**src/rtl/multi_alarm_clock_core_pkg.sv**
```systemverilog
// Shared encodings, limits and BCD helpers for the multi-alarm clock core.
package multi_alarm_clock_core_pkg;

   // Operating modes as presented on the mode input; 2'b11 behaves like RUN.
   typedef enum logic [1:0] {
      MODE_RUN       = 2'b00,
      MODE_SET_TIME  = 2'b01,
      MODE_SET_ALARM = 2'b10,
      MODE_RUN_ALT   = 2'b11
   } mode_e;

   // Alarm ring state machine.
   typedef enum logic [1:0] {
      ST_IDLE   = 2'd0,
      ST_RING   = 2'd1,
      ST_SNOOZE = 2'd2
   } state_e;

   // Largest legal BCD values for minutes/seconds and hours.
   localparam logic [7:0] BCD_MAX_MS = 8'h59;
   localparam logic [7:0] BCD_MAX_H  = 8'h23;

   // Minute counter width, enough for 1..59.
   localparam int CNT_W = 6;

   // Width of a slot index; a single slot still gets one (ignored) bit.
   function automatic int sel_w(input int n);
      return (n > 1) ? $clog2(n) : 1;
   endfunction

   // Two-digit BCD increment that wraps to 00 after max_v.
   function automatic logic [7:0] bcd_inc(input logic [7:0] v, input logic [7:0] max_v);
      if (v == max_v)
         return 8'h00;
      else if (v[3:0] == 4'd9)
         return {v[7:4] + 4'd1, 4'd0};
      else
         return {v[7:4], v[3:0] + 4'd1};
   endfunction

endpackage

```
**src/rtl/multi_alarm_clock_core_if.sv**
```systemverilog
// Control/status bundle between the button/strobe front end and the clock core.
interface multi_alarm_clock_core_if
   import multi_alarm_clock_core_pkg::*;
#(
   parameter int NUM_ALARMS = 4,
   parameter int LED_W      = 16
);
   localparam int SEL_W = sel_w(NUM_ALARMS);

   logic                  tick_1hz;
   logic [1:0]            mode;
   logic [SEL_W-1:0]      alarm_sel;
   logic                  inc_hour;
   logic                  inc_min;
   logic [NUM_ALARMS-1:0] alarm_en;
   logic                  stop;
   logic                  snooze;
   logic [23:0]           time_bcd;
   logic [15:0]           disp_bcd;
   logic                  ringing;
   logic [SEL_W-1:0]      ring_id;
   logic [LED_W-1:0]      led;

   modport master (
      output tick_1hz, mode, alarm_sel, inc_hour, inc_min, alarm_en, stop, snooze,
      input  time_bcd, disp_bcd, ringing, ring_id, led
   );

   modport slave (
      input  tick_1hz, mode, alarm_sel, inc_hour, inc_min, alarm_en, stop, snooze,
      output time_bcd, disp_bcd, ringing, ring_id, led
   );
endinterface

```
**src/rtl/multi_alarm_clock_core_bcd_hhmm_reg.sv**
```systemverilog
// HH:MM BCD register: button steps without hour carry, carry_in with hour carry.
module bcd_hhmm_reg
   import multi_alarm_clock_core_pkg::*;
(
   input  logic       clk,
   input  logic       rst,
   input  logic       inc_min,
   input  logic       inc_hour,
   input  logic       carry_in,
   output logic [7:0] hh,
   output logic [7:0] mm,
   output logic [7:0] hh_next,
   output logic [7:0] mm_next
);
   logic [7:0] hh_q, hh_d;
   logic [7:0] mm_q, mm_d;

   // Next HH:MM; only a seconds carry ripples from minutes into hours.
   always_comb begin
      mm_d = mm_q;
      hh_d = hh_q;
      if (inc_min || carry_in)
         mm_d = bcd_inc(mm_q, BCD_MAX_MS);
      if (inc_hour || (carry_in && (mm_q == BCD_MAX_MS)))
         hh_d = bcd_inc(hh_q, BCD_MAX_H);
   end

   // HH:MM state.
   always_ff @(posedge clk or posedge rst) begin
      if (rst) begin
         hh_q <= 8'h00;
         mm_q <= 8'h00;
      end else begin
         hh_q <= hh_d;
         mm_q <= mm_d;
      end
   end

   assign hh      = hh_q;
   assign mm      = mm_q;
   assign hh_next = hh_d;
   assign mm_next = mm_d;
endmodule

```
**src/rtl/multi_alarm_clock_core.sv**
```systemverilog
// Timekeeping core: HH:MM:SS counter, NUM_ALARMS alarm slots, ring/snooze FSM.
module multi_alarm_clock_core
   import multi_alarm_clock_core_pkg::*;
#(
   parameter int NUM_ALARMS       = 4,
   parameter int SNOOZE_MIN       = 5,
   parameter int RING_TIMEOUT_MIN = 10,
   parameter int LED_W            = 16
)(
   input  logic                     clk,
   input  logic                     rst,
   multi_alarm_clock_core_if.slave  bus
);
   localparam int SEL_W = sel_w(NUM_ALARMS);

   logic run_mode, set_time, set_alarm, count_en;
   logic sec_wrap, min_roll;

   // Time keeps running in every mode except SET_TIME; alarms match in RUN only.
   assign run_mode  = (bus.mode == MODE_RUN) || (bus.mode == MODE_RUN_ALT);
   assign set_time  = (bus.mode == MODE_SET_TIME);
   assign set_alarm = (bus.mode == MODE_SET_ALARM);
   assign count_en  = !set_time;

   // ---------------- seconds stage ----------------
   logic [7:0] ss_q, ss_d;

   assign sec_wrap = count_en && bus.tick_1hz && (ss_q == BCD_MAX_MS);
   assign min_roll = run_mode && sec_wrap;

   // Seconds advance on the strobe, and clear when minutes are set by hand.
   always_comb begin
      ss_d = ss_q;
      if (set_time && bus.inc_min)
         ss_d = 8'h00;
      else if (count_en && bus.tick_1hz)
         ss_d = bcd_inc(ss_q, BCD_MAX_MS);
   end

   // ---------------- time HH:MM ----------------
   logic [7:0] t_hh, t_mm, t_hh_nx, t_mm_nx;

   bcd_hhmm_reg u_time (
      .clk      (clk),
      .rst      (rst),
      .inc_min  (set_time && bus.inc_min),
      .inc_hour (set_time && bus.inc_hour),
      .carry_in (sec_wrap),
      .hh       (t_hh),
      .mm       (t_mm),
      .hh_next  (t_hh_nx),
      .mm_next  (t_mm_nx)
   );

   // ---------------- alarm slots ----------------
   logic [7:0] al_hh    [NUM_ALARMS];
   logic [7:0] al_mm    [NUM_ALARMS];
   logic [7:0] al_hh_nx [NUM_ALARMS];
   logic [7:0] al_mm_nx [NUM_ALARMS];

   genvar gi;
   generate
      for (gi = 0; gi < NUM_ALARMS; gi++) begin : g_alarm
         logic edit_sel;
         assign edit_sel = set_alarm && ((NUM_ALARMS == 1) || (bus.alarm_sel == SEL_W'(gi)));

         bcd_hhmm_reg u_alarm (
            .clk      (clk),
            .rst      (rst),
            .inc_min  (edit_sel && bus.inc_min),
            .inc_hour (edit_sel && bus.inc_hour),
            .carry_in (1'b0),
            .hh       (al_hh[gi]),
            .mm       (al_mm[gi]),
            .hh_next  (al_hh_nx[gi]),
            .mm_next  (al_mm_nx[gi])
         );
      end
   endgenerate

   // Compare enabled slots with the HH:MM being loaded; lowest index wins.
   logic             match_hit;
   logic [SEL_W-1:0] match_idx;
   always_comb begin
      match_hit = 1'b0;
      match_idx = '0;
      for (int i = NUM_ALARMS - 1; i >= 0; i--) begin
         if (bus.alarm_en[i] && (al_hh[i] == t_hh_nx) && (al_mm[i] == t_mm_nx)) begin
            match_hit = 1'b1;
            match_idx = SEL_W'(i);
         end
      end
   end

   // Display follows the value being loaded so it lines up with time_bcd.
   logic [15:0] disp_q, disp_d;
   logic [7:0]  sel_hh, sel_mm;
   always_comb begin
      sel_hh = al_hh_nx[0];
      sel_mm = al_mm_nx[0];
      for (int i = 1; i < NUM_ALARMS; i++) begin
         if (bus.alarm_sel == SEL_W'(i)) begin
            sel_hh = al_hh_nx[i];
            sel_mm = al_mm_nx[i];
         end
      end
      disp_d = set_alarm ? {sel_hh, sel_mm} : {t_hh_nx, t_mm_nx};
   end

   // ---------------- ring / snooze FSM ----------------
   state_e            state_q, state_d;
   logic [CNT_W-1:0]  cnt_q, cnt_d;
   logic [SEL_W-1:0]  ring_id_q, ring_id_d;
   logic [LED_W-1:0]  led_q, led_d;
   logic              ringing;
   logic              abort;

   // Leaving RUN or disabling the ringing slot drops back to IDLE.
   assign abort = !run_mode || !bus.alarm_en[ring_id_q];

   // State and datapath registers.
   always_ff @(posedge clk or posedge rst) begin
      if (rst) begin
         state_q   <= ST_IDLE;
         cnt_q     <= '0;
         ring_id_q <= '0;
         led_q     <= '0;
         ss_q      <= 8'h00;
         disp_q    <= 16'h0000;
      end else begin
         state_q   <= state_d;
         cnt_q     <= cnt_d;
         ring_id_q <= ring_id_d;
         led_q     <= led_d;
         ss_q      <= ss_d;
         disp_q    <= disp_d;
      end
   end

   // Next state; stop outranks snooze, and cnt_q holds minutes still to wait.
   always_comb begin
      state_d = state_q;
      case (state_q)
         ST_IDLE:
            if (min_roll && match_hit) state_d = ST_RING;
         ST_RING:
            if (abort || bus.stop)                  state_d = ST_IDLE;
            else if (bus.snooze)                    state_d = ST_SNOOZE;
            else if (min_roll && cnt_q == CNT_W'(1)) state_d = ST_IDLE;
         ST_SNOOZE:
            if (abort || bus.stop)                  state_d = ST_IDLE;
            else if (min_roll && cnt_q == CNT_W'(1)) state_d = ST_RING;
         default:
            state_d = ST_IDLE;
      endcase
   end

   // Outputs and counters; both ring timeout and snooze count down to the event.
   always_comb begin
      cnt_d     = cnt_q;
      ring_id_d = ring_id_q;
      led_d     = led_q;
      ringing   = (state_q == ST_RING);
      case (state_d)
         ST_RING: begin
            if (state_q != ST_RING) begin
               led_d = '1;
               cnt_d = CNT_W'(RING_TIMEOUT_MIN);
               if (state_q == ST_IDLE) ring_id_d = match_idx;
            end else begin
               if (bus.tick_1hz) led_d = ~led_q;
               if (min_roll)     cnt_d = cnt_q - CNT_W'(1);
            end
         end
         ST_SNOOZE: begin
            led_d = '0;
            if (state_q != ST_SNOOZE) cnt_d = CNT_W'(SNOOZE_MIN);
            else if (min_roll)        cnt_d = cnt_q - CNT_W'(1);
         end
         default: begin
            led_d     = '0;
            cnt_d     = '0;
            ring_id_d = '0;
         end
      endcase
   end

   assign bus.time_bcd = {t_hh, t_mm, ss_q};
   assign bus.disp_bcd = disp_q;
   assign bus.ringing  = ringing;
   assign bus.ring_id  = ring_id_q;
   assign bus.led      = led_q;
endmodule

```
**src/flat_wrapper.sv**
```systemverilog
// flat-port wrapper written by rule: the top's interface ports become plain ports
module multi_alarm_clock_core_flat import multi_alarm_clock_core_pkg::*;
#(
   parameter int NUM_ALARMS       = 4,
   parameter int SNOOZE_MIN       = 5,
   parameter int RING_TIMEOUT_MIN = 10,
   parameter int LED_W            = 16
)
  (clk, rst, bus_tick_1hz, bus_mode, bus_alarm_sel, bus_inc_hour, bus_inc_min, bus_alarm_en, bus_stop, bus_snooze, bus_time_bcd, bus_disp_bcd, bus_ringing, bus_ring_id, bus_led);
  multi_alarm_clock_core_if #(.NUM_ALARMS(NUM_ALARMS), .LED_W(LED_W)) bus_i ();
  input  logic clk;
  input  logic rst;
  input wire logic [$bits(bus_i.tick_1hz)-1:0] bus_tick_1hz;
  input wire logic [$bits(bus_i.mode)-1:0] bus_mode;
  input wire logic [$bits(bus_i.alarm_sel)-1:0] bus_alarm_sel;
  input wire logic [$bits(bus_i.inc_hour)-1:0] bus_inc_hour;
  input wire logic [$bits(bus_i.inc_min)-1:0] bus_inc_min;
  input wire logic [$bits(bus_i.alarm_en)-1:0] bus_alarm_en;
  input wire logic [$bits(bus_i.stop)-1:0] bus_stop;
  input wire logic [$bits(bus_i.snooze)-1:0] bus_snooze;
  output wire logic [$bits(bus_i.time_bcd)-1:0] bus_time_bcd;
  output wire logic [$bits(bus_i.disp_bcd)-1:0] bus_disp_bcd;
  output wire logic [$bits(bus_i.ringing)-1:0] bus_ringing;
  output wire logic [$bits(bus_i.ring_id)-1:0] bus_ring_id;
  output wire logic [$bits(bus_i.led)-1:0] bus_led;
  assign bus_i.tick_1hz = bus_tick_1hz;
  assign bus_i.mode = bus_mode;
  assign bus_i.alarm_sel = bus_alarm_sel;
  assign bus_i.inc_hour = bus_inc_hour;
  assign bus_i.inc_min = bus_inc_min;
  assign bus_i.alarm_en = bus_alarm_en;
  assign bus_i.stop = bus_stop;
  assign bus_i.snooze = bus_snooze;
  assign bus_time_bcd = bus_i.time_bcd;
  assign bus_disp_bcd = bus_i.disp_bcd;
  assign bus_ringing = bus_i.ringing;
  assign bus_ring_id = bus_i.ring_id;
  assign bus_led = bus_i.led;
  multi_alarm_clock_core #(.NUM_ALARMS(NUM_ALARMS), .SNOOZE_MIN(SNOOZE_MIN), .RING_TIMEOUT_MIN(RING_TIMEOUT_MIN), .LED_W(LED_W)) u_core (.clk(clk), .rst(rst), .bus(bus_i));
endmodule
```
**config.mk**
```make
export PLATFORM = sky130hd
export DESIGN_NAME = multi_alarm_clock_core_flat
export DESIGN_NICKNAME = d
export VERILOG_FILES = /design/src/rtl/multi_alarm_clock_core_pkg.sv /design/src/rtl/multi_alarm_clock_core_if.sv /design/src/rtl/multi_alarm_clock_core_bcd_hhmm_reg.sv /design/src/rtl/multi_alarm_clock_core.sv /design/src/flat_wrapper.sv
export SDC_FILE = /design/constraint.sdc
export NUM_CORES = 1
export LEC_CHECK = 0
export BUFFER_PORTS_ARGS = -buffer_cell sky130_fd_sc_hd__buf_2
export CORE_ASPECT_RATIO = 1.75
export CORE_MARGIN = 2
export CORE_UTILIZATION = 63
export CTS_BUF_LIST = sky130_fd_sc_hd__clkbuf_8 sky130_fd_sc_hd__clkbuf_16
export DETAILED_ROUTE_END_ITERATION = 8
export PLACE_DENSITY = 0.82
export SLEW_MARGIN = 20
export SYNTH_ARGS = -nofsm -noshare
export SYNTH_HDL_FRONTEND = slang
export SYNTH_SLANG_ARGS = --single-unit
export TNS_END_PERCENT = 100
```
**constraint.sdc**
```tcl
create_clock -name clk -period 10.7 [get_ports clk]
set_input_delay 1.07 -clock clk [delete_from_list [all_inputs] [get_ports clk]]
set_output_delay 1.07 -clock clk [all_outputs]
set_load 0.05 [all_outputs]
```
==> results.ini, run 1 <==
[floorplan]
die_area_sq_um = 14400
die_h_um = 157
pin_count = 74
core_sq_um = 13200
die_w_um = 91.5
fp-row-count = 56
initial_core_util_pct = 63.7

[drt]
via_per_inst = 6.47
ant_nets = 0
vias = 7281
drt-wirelength-per-cell_um = 21.4
drcViolationCount = 0
drt_wl_total_mm = 24.1
drtPass1Iterations = 5
drt_iter0_markers = 653

[timing]
skew_ns = 0.00991
setup_violations = 0
maxSlewViolCount = 0
holdWs_ns = 0.564
maxSlewHeadroom_pct = 38.5
worst_pin_slew_ns = 0.922
finalSetupTns_ns = 0
period_share_pct = 54.5
hold_viol = 0
rsz0062_at_grt = false
fmax_mhz = 171
period_minus_slack_ns = 5.83

[place]
port_buffers = 73
hpwlAfterDp_mm = 17.5
placed_area_sq_um = 8930
gp_congestion = 1.07

[clock_network]
ctsResizeCount = 0
path_clk_slew_ns = 0.06
cts_sinks = 130
cts_buffer_depth = 2
postCtsSetupRepairBufs = 0
worstSkewPairLatency_ns = 0.43
root_buffer = clkbuf_16
cts_tree = yes
cts_buffers = 17
htreeDepth = 4
ctsHoldBuffers = 0

[yosys]
synth_compound_area_share_pct = 14.0
synth_seq_cells = 130
synth_enable_flop_cells = 0
synth.largest_area_cell = dfrtp_1
synth_cell_types = 78
synth_area_per_cell_sq_um = 9.70
seq_area_frac_synth_pct = 38.6
yosysTopAreaCellShare_pct = 38.6
synth_simple_gate_area_share_pct = 19.3
synth-xor-area-share_pct = 9.33
synthAdderAreaFrac_pct = 7.12
synth_mux_area_share_pct = 8.23
synth_top_family_by_area = simple AND/OR/NAND/NOR gates
synth_nets = 933
ys.flop_type = dfrtp_1
syn_inst = 870
yosys_warnings = 0
yosys-top-cells-area = dfrtp_1 (39%), ha_1 (7.1%), xnor2_1 (7.1%), mux4_2 (4.3%), nand2_1 (3.0%)
synth.cell_area_sq_um = 8440
async_flop_share_pct = 100

[setup_path]
cp.arrival_ns = 6.16
criticalPathCategory = in2reg
start_kind = input pin
crit_required_ns = 11.03
cp_common_cell = ha_1
startpoint = bus_mode[1]
r2r_start = u_core.u_time.hh[4]$_DFF_PP0_
critPathMaxStageDelay_ns = 0.78
endpoint_kind = flip-flop
cp_slowest_cell = nor3_2
path_max_fanout = 17
worstPathCellList = buf_2, inv_1, ha_1, nand3b_2, nor3_2, mux2i_1, a21oi_1, or3b_1, or4_4, nor4_4, a2111oi_2, o21ai_1, ha_1, clkinv_1, a211o_1, o31ai_1

[global_routing]
grt-ovfl-total = 0
grt_max_degree = 73
grt_pass1_vias = 7260
grt_pass1_wl_mm = 38.2
grtUsageTotal_pct = 34.8
antenna_found_initial = 0

[final_layout]
fin_nets = 1001
post-route-cell-area_sq_um = 9560
drive_above_1_share_pct = 17.2
fillers = 976
diodes = 0
area_growth_pct = 13.3

[status]
status = completed

[pwr]
power_uw = 2110
irDropWorstVdd_mv = 0.162
leakage_uw = 0.00425
power_density_nw_per_um2 = 221

[min_path]
min_path_type = reg2reg
hp-start = u_core.cnt_q[5]$_DFF_PP0_

[job]
max_cap_violations = 0

-- synth_stat cells (all sizes together), types with 5 or more instances --
master  instances
a211oi          5
a21o           13
a21oi          45
a31oi           7
and2           10
and3b           5
buf            11
clkbuf         15
dfrtp         130
ha             48
inv            47
mux2           19
mux2i          10
mux4           16
nand2          69
nand2b         11
nand3          26
nand3b         16
nand4          16
nor2           66
nor2b          12
nor3           24
nor4            9
nor4b           6
o211ai          5
o21ai          56
o22ai           8
o31ai           6
or3             9
or4             5
xnor2          69
xor2           20
-- worst max-delay path, delay by kind of cell --
| family | cells | cell delay [ns] |
|---|---|---|
| AO/OA/AOI/OAI | 5 | 1.09 |
| adder cells (fa/ha/maj) | 2 | 0.60 |
| multiplexers | 1 | 0.34 |
| AND/OR/NAND/NOR | 5 | 2.47 |
| buffers and inverters | 3 | 0.56 |
-- stage by stage --
step,worst slack [ns],std cells,utilization [%]
floorplan,5.69,870,-
global placement,4.70,1093,67.4
detailed placement,4.56,1093,67.4
CTS,4.96,1125,72.2
global route,4.59,1125,72.2
finish,4.87,1125,72.2
-- cells in the final DEF (no fill, tap or decap), drive strengths merged, types with 5 or more instances in the layout --
cell,netlist,routed
clkinv,1,7
or4,5,5
mux2i,10,10
mux4,16,16
nor2,66,66
a21oi,45,45
nor2b,12,12
nand3,26,26
buf,11,75
or3,9,9
a211oi,5,5
inv,47,51
xnor2,69,69
nand2b,11,11
clkbuf,15,17
nor4b,6,6
o21ai,56,56
nand4,16,16
nand2,69,69
nand3b,16,16
dfrtp,130,130
a21o,13,13
nor4,9,9
o22ai,8,8
ha,48,48
mux2,19,19
and3b,5,5
o31ai,6,6
nor3,24,24
xor2,20,20
o211ai,5,5
a31oi,7,7
and2,10,10
-- report_power, final --
group | leakage [uW] | internal, uW | total (uW) | switching, uW
Clock | 0.000310 | 392 | 623 | 231
Sequential | 0.00168 | 575 | 715 | 140
Combinational | 0.00226 | 257 | 774 | 518
Total | 0.00425 | 1220 | 2110 | 889
-- sequential cells by signal, summed over array words and instances, names as in the netlist --
signal and flops:
u_core.bus.led 16, u_core.u_time.mm 8, u_core.cnt_q 6, u_core.bus.disp_bcd 16, u_core.state_q 2, u_core.ss_q 8
u_core.u_time.hh 8, u_core.g_alarm.u_alarm.hh 32, u_core.bus.ring_id 2, u_core.g_alarm.u_alarm.mm 32
-- path summary, 6_finish.rpt --
check	slack, ns	to	cells after the start
min in group asynchronous	0.75	u_core.cnt_q[2]$_DFF_PP0_	2
worst min register to register	0.56	u_core.cnt_q[5]$_DFF_PP0_	2
max in group asynchronous	8.54	u_core.g_alarm[0].u_alarm.mm[5]$_DFF_PP0_	3
worst max-delay path	4.87	u_core.bus.ring_id[1]$_DFFE_PP0P_	16
worst max register to register	5.48	u_core.bus.ring_id[1]$_DFFE_PP0P_	15
worst min-delay path	0.56	u_core.cnt_q[5]$_DFF_PP0_	2
-- metal layers --
layer / vias up / global-route usage, % / wire [um]
met3: 115 / 7.61 / 1710
met1: 3500 / 38.6 / 8590
met5: - / 0 / 0
li1: 3281 / - / -
met4: 0 / 24.0 / 1710
met2: 385 / 59.2 / 12000
-- cells by family after synthesis --
logic type,Yosys count
AND/OR/NAND/NOR,303
AO/OA/AOI/OAI,181
flip-flops,130
XOR/XNOR,89
buffers and inverters,74
adder cells (fa/ha/maj),48
multiplexers,45
-- layout make-up --
type / count / area [sq um] / share of cell area (%)
Sequential cell: 130 / 3250 / 34.0
Clock buffer: 17 / 425 / 4.45
Multi-Input combinational cell: 666 / 4890 / 51.2
Timing Repair Buffer: 75 / 380 / 3.98
Tap cell: 174 / 218 / 2.28
Inverter: 48 / 183 / 1.91
Clock inverter: 15 / 206 / 2.16
Note: power is estimated with default switching activity, not from simulation.
==> run 2: changes to the inputs <==
- ABC_AREA: unset -> 1
- CORE_UTILIZATION: 63 -> 55
- PLACE_DENSITY: 0.82 -> 0.75
- clock period: 10.7 -> 5.3 ns (I/O delays scaled with it)
==> results.ini, run 2 <==
[pwr]
power_switching_uw = 2250  ; was 889 uW
power_frac_clock_pct = 25.1  ; was 29.5%
p_sw_share_pct = 46.7  ; was 42.1%
leakage_uw = 0.00501  ; was 0.00425 uW
power_uw = 4820  ; was 2110 uW
power_density_nw_per_um2 = 482  ; was 221 nW/um^2
seqPwrFrac_pct = 30.8  ; was 33.9%
irDropWorstVdd_mv = 0.276  ; was 0.162 mV
p_comb_share_pct = 44.1  ; was 36.6%
p_int_uw = 2570  ; was 1220 uW

[setup_path]
cp_common_cell = nand2_1  ; was ha_1
worstPathCellList = inv_1, ha_1, nand3_4, nor2_4, nand3_4, nand2_8, nand2_2, nand3_1, nand3_1, nor2_1, nand2_1, nor2_2, nand2_1, nand2_2, nor2_2, o21bai_2, ha_1, inv_1, nor2_1, nand2_1, buf_4, nand2_1, o22ai_1  ; was buf_2, inv_1, ha_1, nand3b_2, nor3_2, mux2i_1, a21oi_1, or3b_1, or4_4, nor4_4, a2111oi_2, o21ai_1, ha_1, clkinv_1, a211o_1, o31ai_1
path_max_fanout = 17  ; unchanged
crit_required_ns = 5.58  ; was 11.03 ns
criticalPathCategory = reg2reg  ; was in2reg
endpoint_kind = flip-flop  ; unchanged
regToRegSetupSlack_ns = 1.08  ; was 5.48 ns
start_kind = flip-flop  ; was input pin
reg2reg_depth = 23  ; was 15
critPathMaxStageDelay_ns = 0.42  ; was 0.78 ns
cp.arrival_ns = 4.50  ; was 6.16 ns
crit_family = simple AND/OR/NAND/NOR gates  ; unchanged
r2r_start = u_core.u_time.mm[5]$_DFF_PP0_  ; was u_core.u_time.hh[4]$_DFF_PP0_
r2r_end = u_core.bus.led[11]$_DFFE_PP0P_  ; was u_core.bus.ring_id[1]$_DFFE_PP0P_
cp_slowest_cell = dfrtp_1  ; was nor3_2
crit_buf_inv = 3  ; unchanged

[timing]
hold_viol = 0  ; unchanged
finalSetupTns_ns = 0  ; unchanged
setup_violations = 0  ; unchanged
skew_ns = 0.0134  ; was 0.00991 ns
worst_pin_slew_ns = 0.809  ; was 0.922 ns
maxSlewHeadroom_pct = 44.6  ; was 38.5%
rsz0062_at_grt = false  ; unchanged
period_share_pct = 79.7
maxSlewViolCount = 0  ; unchanged
period_minus_slack_ns = 4.22
holdWs_ns = 0.257  ; was 0.564 ns
fmax_mhz = 237

[clock_network]
ctsResizeCount = 0  ; unchanged
ctsHoldBuffers = 0  ; unchanged
worstSkewPairLatency_ns = 0.43  ; about the same
cts_buffers = 17  ; unchanged
cts_buffer_depth = 2  ; unchanged
path_clk_slew_ns = 0.06  ; about the same
cts_sinks = 130  ; unchanged
root_buffer = clkbuf_16  ; unchanged
cts_tree = yes  ; unchanged
htreeDepth = 4  ; unchanged
postCtsSetupRepairBufs = 0  ; unchanged

[floorplan]
core_sq_um = 15800  ; was 13200 sq um
die_w_um = 99.9  ; was 91.5 um
fp-row-count = 61  ; was 56
die_h_um = 172  ; was 157 um
initial_core_util_pct = 56.0  ; was 63.7%
pin_count = 74  ; unchanged
die_area_sq_um = 17200  ; was 14400 sq um

[yosys]
seq_area_frac_synth_pct = 36.8  ; was 38.6%
yosysTopAreaCellShare_pct = 36.8  ; was 38.6%
ys.flop_type = dfrtp_1  ; unchanged
synth_enable_flop_cells = 0  ; unchanged
syn_inst = 1165  ; was 870
async_flop_share_pct = 100  ; unchanged
synth_nets = 1228  ; was 933
synth.cell_area_sq_um = 8850  ; was 8440 sq um
yosys_warnings = 0  ; unchanged
synth_area_per_cell_sq_um = 7.60  ; was 9.70 sq um
synthMostInstantiatedCell = nand2_1  ; was dfrtp_1
synth.largest_area_cell = dfrtp_1  ; unchanged
synth_seq_cells = 130  ; unchanged
ys_top_cells_by_count = nand2_1 (255), inv_1 (166), nand3_1 (133)  ; was dfrtp_1 (130), xnor2_1 (68), nand2_1 (67)
synth_cell_types = 53  ; was 78
yosys-top-cells-area = dfrtp_1 (37%), nand2_1 (11%), nand3_1 (7.5%), inv_1 (7.0%), ha_1 (6.8%)  ; was dfrtp_1 (39%), ha_1 (7.1%), xnor2_1 (7.1%), mux4_2 (4.3%), nand2_1 (3.0%)

[global_routing]
grt-ovfl-total = 0  ; unchanged
grt_pass1_vias = 8588  ; was 7260
grt_max_degree = 83  ; was 73
busiest_layer = met2  ; unchanged
antenna_found_initial = 0  ; unchanged
grtUsageTotal_pct = 35.0  ; was 34.8%
grt_use_met2_pct = 63.2  ; was 59.2%
grt_pass1_wl_mm = 44.9  ; was 38.2 mm
grtUsageMet1_pct = 34.3  ; was 38.6%
met3_usage_pct = 5.28  ; was 7.61%

[job]
max_cap_violations = 0  ; unchanged

[drt]
drtPass1Iterations = 5  ; unchanged
drt_wl_total_mm = 28.8  ; was 24.1 mm
drt_iter0_markers = 476  ; was 653
ant_nets = 0  ; unchanged
drcViolationCount = 0  ; unchanged
drt-wirelength-per-cell_um = 19.8  ; was 21.4 um
vias = 8503  ; was 7281
via_per_inst = 5.86  ; was 6.47

[final_layout]
final_cell_mix = nand2_1 (255), inv_1 (167), nand3_1 (133)  ; was dfrtp_1 (130), buf_2 (73), xnor2_1 (68)
final_common_cell = nand2_1  ; was dfrtp_1
fin_nets = 1312  ; was 1001
diodes = 0  ; unchanged
drive_above_1_share_pct = 16.5  ; was 17.2%
fillers = 1446  ; was 976
area_growth_pct = 13.1  ; was 13.3%
register_area_sq_um = 3250  ; unchanged
multiInputGateArea_sq_um = 4850  ; was 4890 sq um

[place]
hpwlAfterDp_mm = 22.7  ; was 17.5 mm
gp_congestion = 0.996  ; was 1.07
port_buffers = 73  ; unchanged

[status]
status = completed  ; unchanged

[min_path]
min_path_type = in2async  ; was reg2reg

run 2: cell count changes after synthesis, sizes merged, moves of 19 or more:
| cell | change |
|---|---|
| nand2 | +231 |
| inv | +131 |
| nand3 | +122 |
| xnor2 | -67 |
| nor2 | +58 |
| o22ai | +28 |
| o21ai | -20 |
| mux2 | -19 |
run 2: worst register-to-register path: stages, from the launching register on:
cell	delay [ns]
dfrtp_1	0.42
inv_1	0.17
ha_1	0.22
nand3_4	0.09
nor2_4	0.18
nand3_4	0.32
nand2_8	0.29
nand2_2	0.14
nand3_1	0.10
nand3_1	0.08
nor2_1	0.18
nand2_1	0.09
nor2_2	0.10
nand2_1	0.07
nand2_2	0.09
nor2_2	0.06
o21bai_2	0.12
ha_1	0.29
inv_1	0.10
nor2_1	0.14
nand2_1	0.06
buf_4	0.19
nand2_1	0.41
o22ai_1	0.14
run 2: how the worst max path moves through the flow:
| stage | from | endpoint | slack [ns] | cells after the start |
|---|---|---|---|---|
| 2_1_floorplan | rst | u_core.bus.disp_bcd[0]$_DFF_PP0_ | 1.30 | 1 |
| 3_3_place_gp | bus_mode[1] | u_core.bus.led[13]$_DFFE_PP0P_ | 1.02 | 23 |
| 3_5_place_dp | bus_mode[1] | u_core.bus.led[11]$_DFFE_PP0P_ | 0.95 | 23 |
| 4_1_cts | u_core.ss_q[5]$_DFFE_PP0P_ | u_core.bus.led[11]$_DFFE_PP0P_ | 1.13 | 23 |
| 5_1_grt | u_core.u_time.mm[5]$_DFF_PP0_ | u_core.bus.led[9]$_DFFE_PP0P_ | 0.71 | 23 |
| 6_report | u_core.u_time.mm[5]$_DFF_PP0_ | u_core.bus.led[11]$_DFFE_PP0P_ | 1.08 | 23 |
run 2: per-stage QoR:
stage | cell area, sq um | utilization [%] | setup slack (ns) | instances
after detailed placement | 9420 | 59.6 | 0.954 | 1419
final | 10000 | 63.4 | 1.08 | 1450
after global placement | 9420 | 59.6 | 1.02 | 1419
after global routing | 10000 | 63.4 | 0.714 | 1450
after CTS | 10000 | 63.4 | 1.13 | 1450
after floorplan | 8850 | - | 1.30 | 1165
run 2: area by class of cell:
cell class / count / area share, %
Clock buffer: 19 / 4.52
Inverter: 179 / 6.84
Timing Repair Buffer: 77 / 3.95
Multi-Input combinational cell: 844 / 48.4
Tap cell: 189 / 2.36
Clock inverter: 12 / 1.41
Sequential cell: 130 / 32.5
run 2: power by group through the flow:
stage	Sequential, uW	Combinational [uW]	Clock [uW]
CTS	1470	2110	1220
floorplan	1790	1170	0
global route	1520	2310	1250
global placement	1490	2080	0
detailed placement	1490	2090	0
finish	1490	2130	1210
run 2: logic make-up (layout without fill, tap and decap cells):
| group | after synthesis | after routing | share of synthesized area, % |
|---|---|---|---|
| buffers and inverters | 191 | 287 | 8.46 |
| DFF | 130 | 130 | 36.8 |
| adders and majority gates | 48 | 48 | 6.79 |
| xor gates and xnor gates | 20 | 20 | 1.98 |
| AOI/OAI and AO/OA | 158 | 158 | 11.0 |
| and+or+nand+nor | 618 | 618 | 35.0 |
run 2: per-layer routing:
metal | wire [um] | up-vias
li1 | - | 4012
met1 | 9640 | 3977
met2 | 15100 | 366
met3 | 1370 | 148
met4 | 2710 | 0
met5 | 0 | -
